==> config.mk <==
export PLATFORM = sky130hd
export DESIGN_NAME = vram_arbiter
export DESIGN_NICKNAME = d
export VERILOG_FILES = /design/src/rtl/vram_arbiter.sv
export SDC_FILE = /design/constraint.sdc
export NUM_CORES = 1
export LEC_CHECK = 0
export ABC_AREA = 1
export ABC_CLOCK_PERIOD_IN_PS = 5700
export CORE_MARGIN = 1
export CORE_UTILIZATION = 45
export DETAILED_ROUTE_END_ITERATION = 12
export GPL_ROUTABILITY_DRIVEN = 0
export GPL_TIMING_DRIVEN = 0
export HOLD_SLACK_MARGIN = 0.02
export PLACE_DENSITY = 0.92
export REMOVE_ABC_BUFFERS = 1
export SLEW_MARGIN = 20
export SYNTH_ARGS = -nofsm -noshare
export SYNTH_HDL_FRONTEND = slang
export SYNTH_SLANG_ARGS = --single-unit
export TNS_END_PERCENT = 20
==> constraint.sdc <==
create_clock -name clk -period 5.7 [get_ports clk]
set_clock_uncertainty 0.2 [all_clocks]
set_input_delay 1.14 -clock clk [delete_from_list [all_inputs] [get_ports clk]]
set_output_delay 1.14 -clock clk [all_outputs]
set_load 0.05 [all_outputs]
==> src/rtl/vram_arbiter.sv <==
// Two-requester framebuffer arbiter: round-robin on ties, one outstanding
// transaction at a time, with an optional BUSY timeout that forces completion.
module vram_arbiter #(
    parameter int ADDR_W         = 32,
    parameter int DATA_W         = 16,
    parameter int TIMEOUT_CYCLES = 1024
) (
    input  logic              clk,
    input  logic              reset_ni,

    input  logic              m0_sel_i,
    input  logic              m0_wr_i,
    input  logic [3:0]        m0_mask_i,
    input  logic [ADDR_W-1:0] m0_addr_i,
    input  logic [DATA_W-1:0] m0_data_i,
    output logic              m0_ack_o,
    output logic [DATA_W-1:0] m0_data_o,

    input  logic              m1_sel_i,
    input  logic              m1_wr_i,
    input  logic [3:0]        m1_mask_i,
    input  logic [ADDR_W-1:0] m1_addr_i,
    input  logic [DATA_W-1:0] m1_data_i,
    output logic              m1_ack_o,
    output logic [DATA_W-1:0] m1_data_o,

    output logic              fb_sel_o,
    output logic              fb_wr_o,
    output logic [3:0]        fb_mask_o,
    output logic [ADDR_W-1:0] fb_addr_o,
    output logic [DATA_W-1:0] fb_data_o,
    input  logic              fb_ack_i,
    input  logic [DATA_W-1:0] fb_data_i,

    output logic              grant_o,
    output logic              timeout_err_o
);

    // Counter is sized so it can hold TIMEOUT_CYCLES itself; a zero timeout
    // still gets a 1-bit counter that is simply never compared.
    localparam int              CNT_W  = $clog2(TIMEOUT_CYCLES + 2);
    localparam bit              TO_EN  = (TIMEOUT_CYCLES > 0);
    localparam logic [CNT_W-1:0] TO_VAL = CNT_W'(TIMEOUT_CYCLES);

    typedef enum logic [1:0] {
        ST_IDLE = 2'd0,
        ST_BUSY = 2'd1,
        ST_DONE = 2'd2
    } state_t;

    state_t              r_state;
    logic                r_last_grant;
    logic                r_grant;
    logic                r_fb_sel;
    logic                r_fb_wr;
    logic [3:0]          r_fb_mask;
    logic [ADDR_W-1:0]   r_fb_addr;
    logic [DATA_W-1:0]   r_fb_data;
    logic                r_ack0;
    logic                r_ack1;
    logic [DATA_W-1:0]   r_data0;
    logic [DATA_W-1:0]   r_data1;
    logic [CNT_W-1:0]    r_cnt;
    logic                r_err;

    state_t              w_state_nxt;
    logic                w_last_nxt;
    logic                w_grant_nxt;
    logic                w_fb_sel_nxt;
    logic                w_fb_wr_nxt;
    logic [3:0]          w_fb_mask_nxt;
    logic [ADDR_W-1:0]   w_fb_addr_nxt;
    logic [DATA_W-1:0]   w_fb_data_nxt;
    logic                w_ack0_nxt;
    logic                w_ack1_nxt;
    logic [DATA_W-1:0]   w_data0_nxt;
    logic [DATA_W-1:0]   w_data1_nxt;
    logic [CNT_W-1:0]    w_cnt_nxt;
    logic                w_err_nxt;

    logic                w_req_any;
    logic                w_winner;
    logic [CNT_W-1:0]    w_cnt_inc;
    logic                w_timeout;
    logic [DATA_W-1:0]   w_cpl_data;

    assign w_req_any  = m0_sel_i | m1_sel_i;
    // On a tie the requester that did not complete last wins.
    assign w_winner   = (m0_sel_i & m1_sel_i) ? ~r_last_grant : m1_sel_i;
    assign w_cnt_inc  = r_cnt + CNT_W'(1);
    assign w_timeout  = TO_EN && (w_cnt_inc == TO_VAL);
    assign w_cpl_data = fb_ack_i ? fb_data_i : '0;

    always_comb begin
        w_state_nxt   = r_state;
        w_last_nxt    = r_last_grant;
        w_grant_nxt   = r_grant;
        w_fb_sel_nxt  = r_fb_sel;
        w_fb_wr_nxt   = r_fb_wr;
        w_fb_mask_nxt = r_fb_mask;
        w_fb_addr_nxt = r_fb_addr;
        w_fb_data_nxt = r_fb_data;
        w_ack0_nxt    = 1'b0;
        w_ack1_nxt    = 1'b0;
        w_data0_nxt   = r_data0;
        w_data1_nxt   = r_data1;
        w_cnt_nxt     = r_cnt;
        w_err_nxt     = r_err;

        case (r_state)
            ST_IDLE: begin
                if (w_req_any) begin
                    w_grant_nxt   = w_winner;
                    w_fb_sel_nxt  = 1'b1;
                    w_fb_wr_nxt   = w_winner ? m1_wr_i   : m0_wr_i;
                    w_fb_mask_nxt = w_winner ? m1_mask_i : m0_mask_i;
                    w_fb_addr_nxt = w_winner ? m1_addr_i : m0_addr_i;
                    w_fb_data_nxt = w_winner ? m1_data_i : m0_data_i;
                    w_cnt_nxt     = '0;
                    w_state_nxt   = ST_BUSY;
                end
            end

            ST_BUSY: begin
                // A real acknowledge on the timeout edge wins over the timeout.
                if (fb_ack_i || w_timeout) begin
                    w_fb_sel_nxt = 1'b0;
                    w_last_nxt   = r_grant;
                    w_state_nxt  = ST_DONE;
                    if (!fb_ack_i) begin
                        w_err_nxt = 1'b1;
                    end
                    if (r_grant) begin
                        w_ack1_nxt  = 1'b1;
                        w_data1_nxt = w_cpl_data;
                    end else begin
                        w_ack0_nxt  = 1'b1;
                        w_data0_nxt = w_cpl_data;
                    end
                end else begin
                    w_cnt_nxt = w_cnt_inc;
                end
            end

            ST_DONE: begin
                w_state_nxt = ST_IDLE;
            end

            default: begin
                w_state_nxt = ST_IDLE;
            end
        endcase
    end

    always_ff @(posedge clk or negedge reset_ni) begin
        if (!reset_ni) begin
            r_state      <= ST_IDLE;
            r_last_grant <= 1'b1;
            r_grant      <= 1'b0;
            r_fb_sel     <= 1'b0;
            r_fb_wr      <= 1'b0;
            r_fb_mask    <= '0;
            r_fb_addr    <= '0;
            r_fb_data    <= '0;
            r_ack0       <= 1'b0;
            r_ack1       <= 1'b0;
            r_data0      <= '0;
            r_data1      <= '0;
            r_cnt        <= '0;
            r_err        <= 1'b0;
        end else begin
            r_state      <= w_state_nxt;
            r_last_grant <= w_last_nxt;
            r_grant      <= w_grant_nxt;
            r_fb_sel     <= w_fb_sel_nxt;
            r_fb_wr      <= w_fb_wr_nxt;
            r_fb_mask    <= w_fb_mask_nxt;
            r_fb_addr    <= w_fb_addr_nxt;
            r_fb_data    <= w_fb_data_nxt;
            r_ack0       <= w_ack0_nxt;
            r_ack1       <= w_ack1_nxt;
            r_data0      <= w_data0_nxt;
            r_data1      <= w_data1_nxt;
            r_cnt        <= w_cnt_nxt;
            r_err        <= w_err_nxt;
        end
    end

    assign m0_ack_o      = r_ack0;
    assign m0_data_o     = r_data0;
    assign m1_ack_o      = r_ack1;
    assign m1_data_o     = r_data1;
    assign fb_sel_o      = r_fb_sel;
    assign fb_wr_o       = r_fb_wr;
    assign fb_mask_o     = r_fb_mask;
    assign fb_addr_o     = r_fb_addr;
    assign fb_data_o     = r_fb_data;
    assign grant_o       = r_grant;
    assign timeout_err_o = r_err;

endmodule
==> flow_summary.toml <==
[critical_path]
r2r_cells = 12
required_ns = 4.36
cp_top_family = "buffers and inverters"
critPathCaptureType = "output port"
r2r-end = "r_cnt[9]"
critPathBufInv = 1
critPathKind = "flip-flop to output port"
start_kind = "flip-flop"
arrival_ns = 2.12
cpPeakStageDelay_ns = 0.94
timing.rr.start = "r_cnt[0]"
cpMaxStageDelayCell = "clkdlybuf4s50_1"
cp_max_fo = 19
cp_cell_sequence = "clkdlybuf4s50_1"
regToRegSetupSlack_ns = 3.05

[routing]
drtIter0Drc = 318
routed_wl_um = 14900
num_vias = 5029
wire_per_inst_um = 15.8
dr.pass1.iters = 6
ant_nets = 0
vias_per_cell = 5.33
drc = 0

[die]
initial_core_util_pct = 46.8
die_h_um = 106
die_w_um = 106
io_pins = 217
rows = 37
dieArea_um2 = 11300
core-area_um2 = 10400

[min_path]
hold_end = "r_last_grant"
hold_class = "flip-flop to flip-flop"
min-delay-start = "r_last_grant"
whs_path_depth = 2

[synth]
synth.top_cell.area_share_pct = 52.8
ys_ff_latch = 104
synth_ff_type = "dfrtp_1"
synth-simple-area-share_pct = 28.3
yosysSeqAreaShare_pct = 53.4
syn_avg_cell_area_um2 = 8.01
synth.area.top_cells = "dfrtp_1, nand2_1, o21ai_0"
synth-compound-area-share_pct = 11.4
synthMuxAreaShare_pct = 0
synthArstFlopShare_pct = 100
netlist_instances = 609
syn_area_um2 = 4880
synth_top_family_by_area = "simple AND/OR/NAND/NOR gates"
synth_xor_area_share_pct = 0
synth_area_leader_cell = "dfrtp_1"
yosysWarnings = 0
ys_types = 23
synthAdderAreaFrac_pct = 0.257
synth_edf_count = 0

[grt]
antenna_found_initial = 0
grt_pass1_wl_um = 24400
grtUsageTotal_pct = 27.3
grtUsageMet2_pct = 47.1
grt_pass1_vias = 5052
use_met3_pct = 8.58
grt_max_degree = 73
top_usage_layer = "met2"
use_met1_pct = 32.2
overflow = 0

[final_layout]
drive_gt1_share_pct = 4.95
fillers = 739
multiInputGateArea_um2 = 1970
stdcell_count = 944
area_growth_pct = 50.9
ff_latch_area_um2 = 2600
antenna_cells = 0
mostFrequentLayoutCells = "clkdlybuf4s50_1, nand2_1, o21ai_0, dfrtp_1, nor2_1"
fin_nets = 931
final_area_um2 = 7360
final_common_cell = "clkdlybuf4s50_1"

[cts]
post_cts_buffers = 0
cts.sinks = 104
cts-resized-gates = 0
cts_hold_buf = 0
htreeDepth = 3
cts_buffers = 9
clk_latency_ns = 0.37
cts_root_buffer = "clkbuf_8"
cts_tree = "yes"
path_clk_slew_ns = 0.10
cts.path.max_buffers = 2

[place]
dp_hpwl_um = 10600
dp_cells = 928
place_area_um2 = 7170
portBuffers = 216
place_ws_ns = 2.22

[flow_run]
maxCapViolations = 0

[sta]
fmax_ghz = 0.289
finalSetupTns_ns = 0
finalCritPeriodShare_pct = 60.7
finalMaxSlewViolations = 0
hold_viol = 0
layout_min_cycle_time_ns = 3.46
finalSetupViolations = 0
grt_setup_unrepaired = "false"
timing_worst_slew_pin_value_ns = 0.792
layout_setup_ws_ns = 2.24
relSlewSlack_pct = 47.2

[pwr]
power_density_nw_per_um2 = 571
ir_drop_uv = 373
p_leak_nw = 3.43

[outcome]
status = "complete, no violations"
## metal layers
metal	vias up	wire length (um)	share of wire, %
met3	22	1350	9.0
li1	2367	-	-
met4	0	317	2.1
met2	233	7590	51
met1	2407	5690	38
met5	-	0	0
## cells in the mapped netlist (3+ instances only)
cell type  count
nand2_1      182
buf_4          3
dfrtp_1      103
nor2_1        61
nor2_2         3
o21bai_1       3
clkbuf_1      31
o21ai_0      107
nand3_1       26
nand3_2        3
nand4_1       34
inv_1         37
## flip-flops by register name, summed over array words and instances (netlist names), 2 cells and up
name       count
m0_data_o     16
m1_data_o     16
r_cnt         11
r_state        2
fb_mask_o      4
fb_data_o     16
fb_addr_o     32
## per-stage QoR
step           hold WS (ns)  total power [mW]  util (%)
4_1_cts               0.286              4.22      70.6
3_3_place_gp          0.255              3.65      67.5
2_1_floorplan         0.244              2.77         -
5_1_grt               0.299              4.42      70.6
3_5_place_dp          0.262              3.77      68.8
6_report              0.283              4.20      70.6
## final cells by class
cell class                 instances  share of cell area, %
clock buffer                      11                   2.06
clock inverter                     5                  0.510
inverter                          38                   1.97
multi-input combinational        427                   26.7
sequential                       104                   35.4
tap                              136                   2.31
timing repair buffer             223                   31.0
## worst max path at each step
stage / depth (start not counted) / slack, ns / to / start
floorplan: 5 / 0.39 / r_cnt[0] / m1_sel_i
global placement: 6 / -3.45 / r_cnt[5] / m1_sel_i
detailed placement: 6 / 2.22 / m1_data_o[4] / fb_ack_i
CTS: 1 / 2.26 / grant_o / grant_o
global route: 1 / 2.15 / grant_o / grant_o
finish: 1 / 2.24 / grant_o / grant_o
## cells by family (layout without fill, tap and decap cells)
logic type | count (synthesis) | in the layout
compound gates | 110 | 110
fa+ha+maj | 1 | 1
buf+inv | 78 | 277
flops | 104 | 104
simple gates | 316 | 316
## power breakdown
group / leakage (nW) / switching (mW) / internal, mW
Sequential: 1.31 / 0.206 / 1.05
Clock: 0.0924 / 0.259 / 0.185
Combinational: 2.03 / 1.71 / 0.792
(Power assumes the default switching activity.)
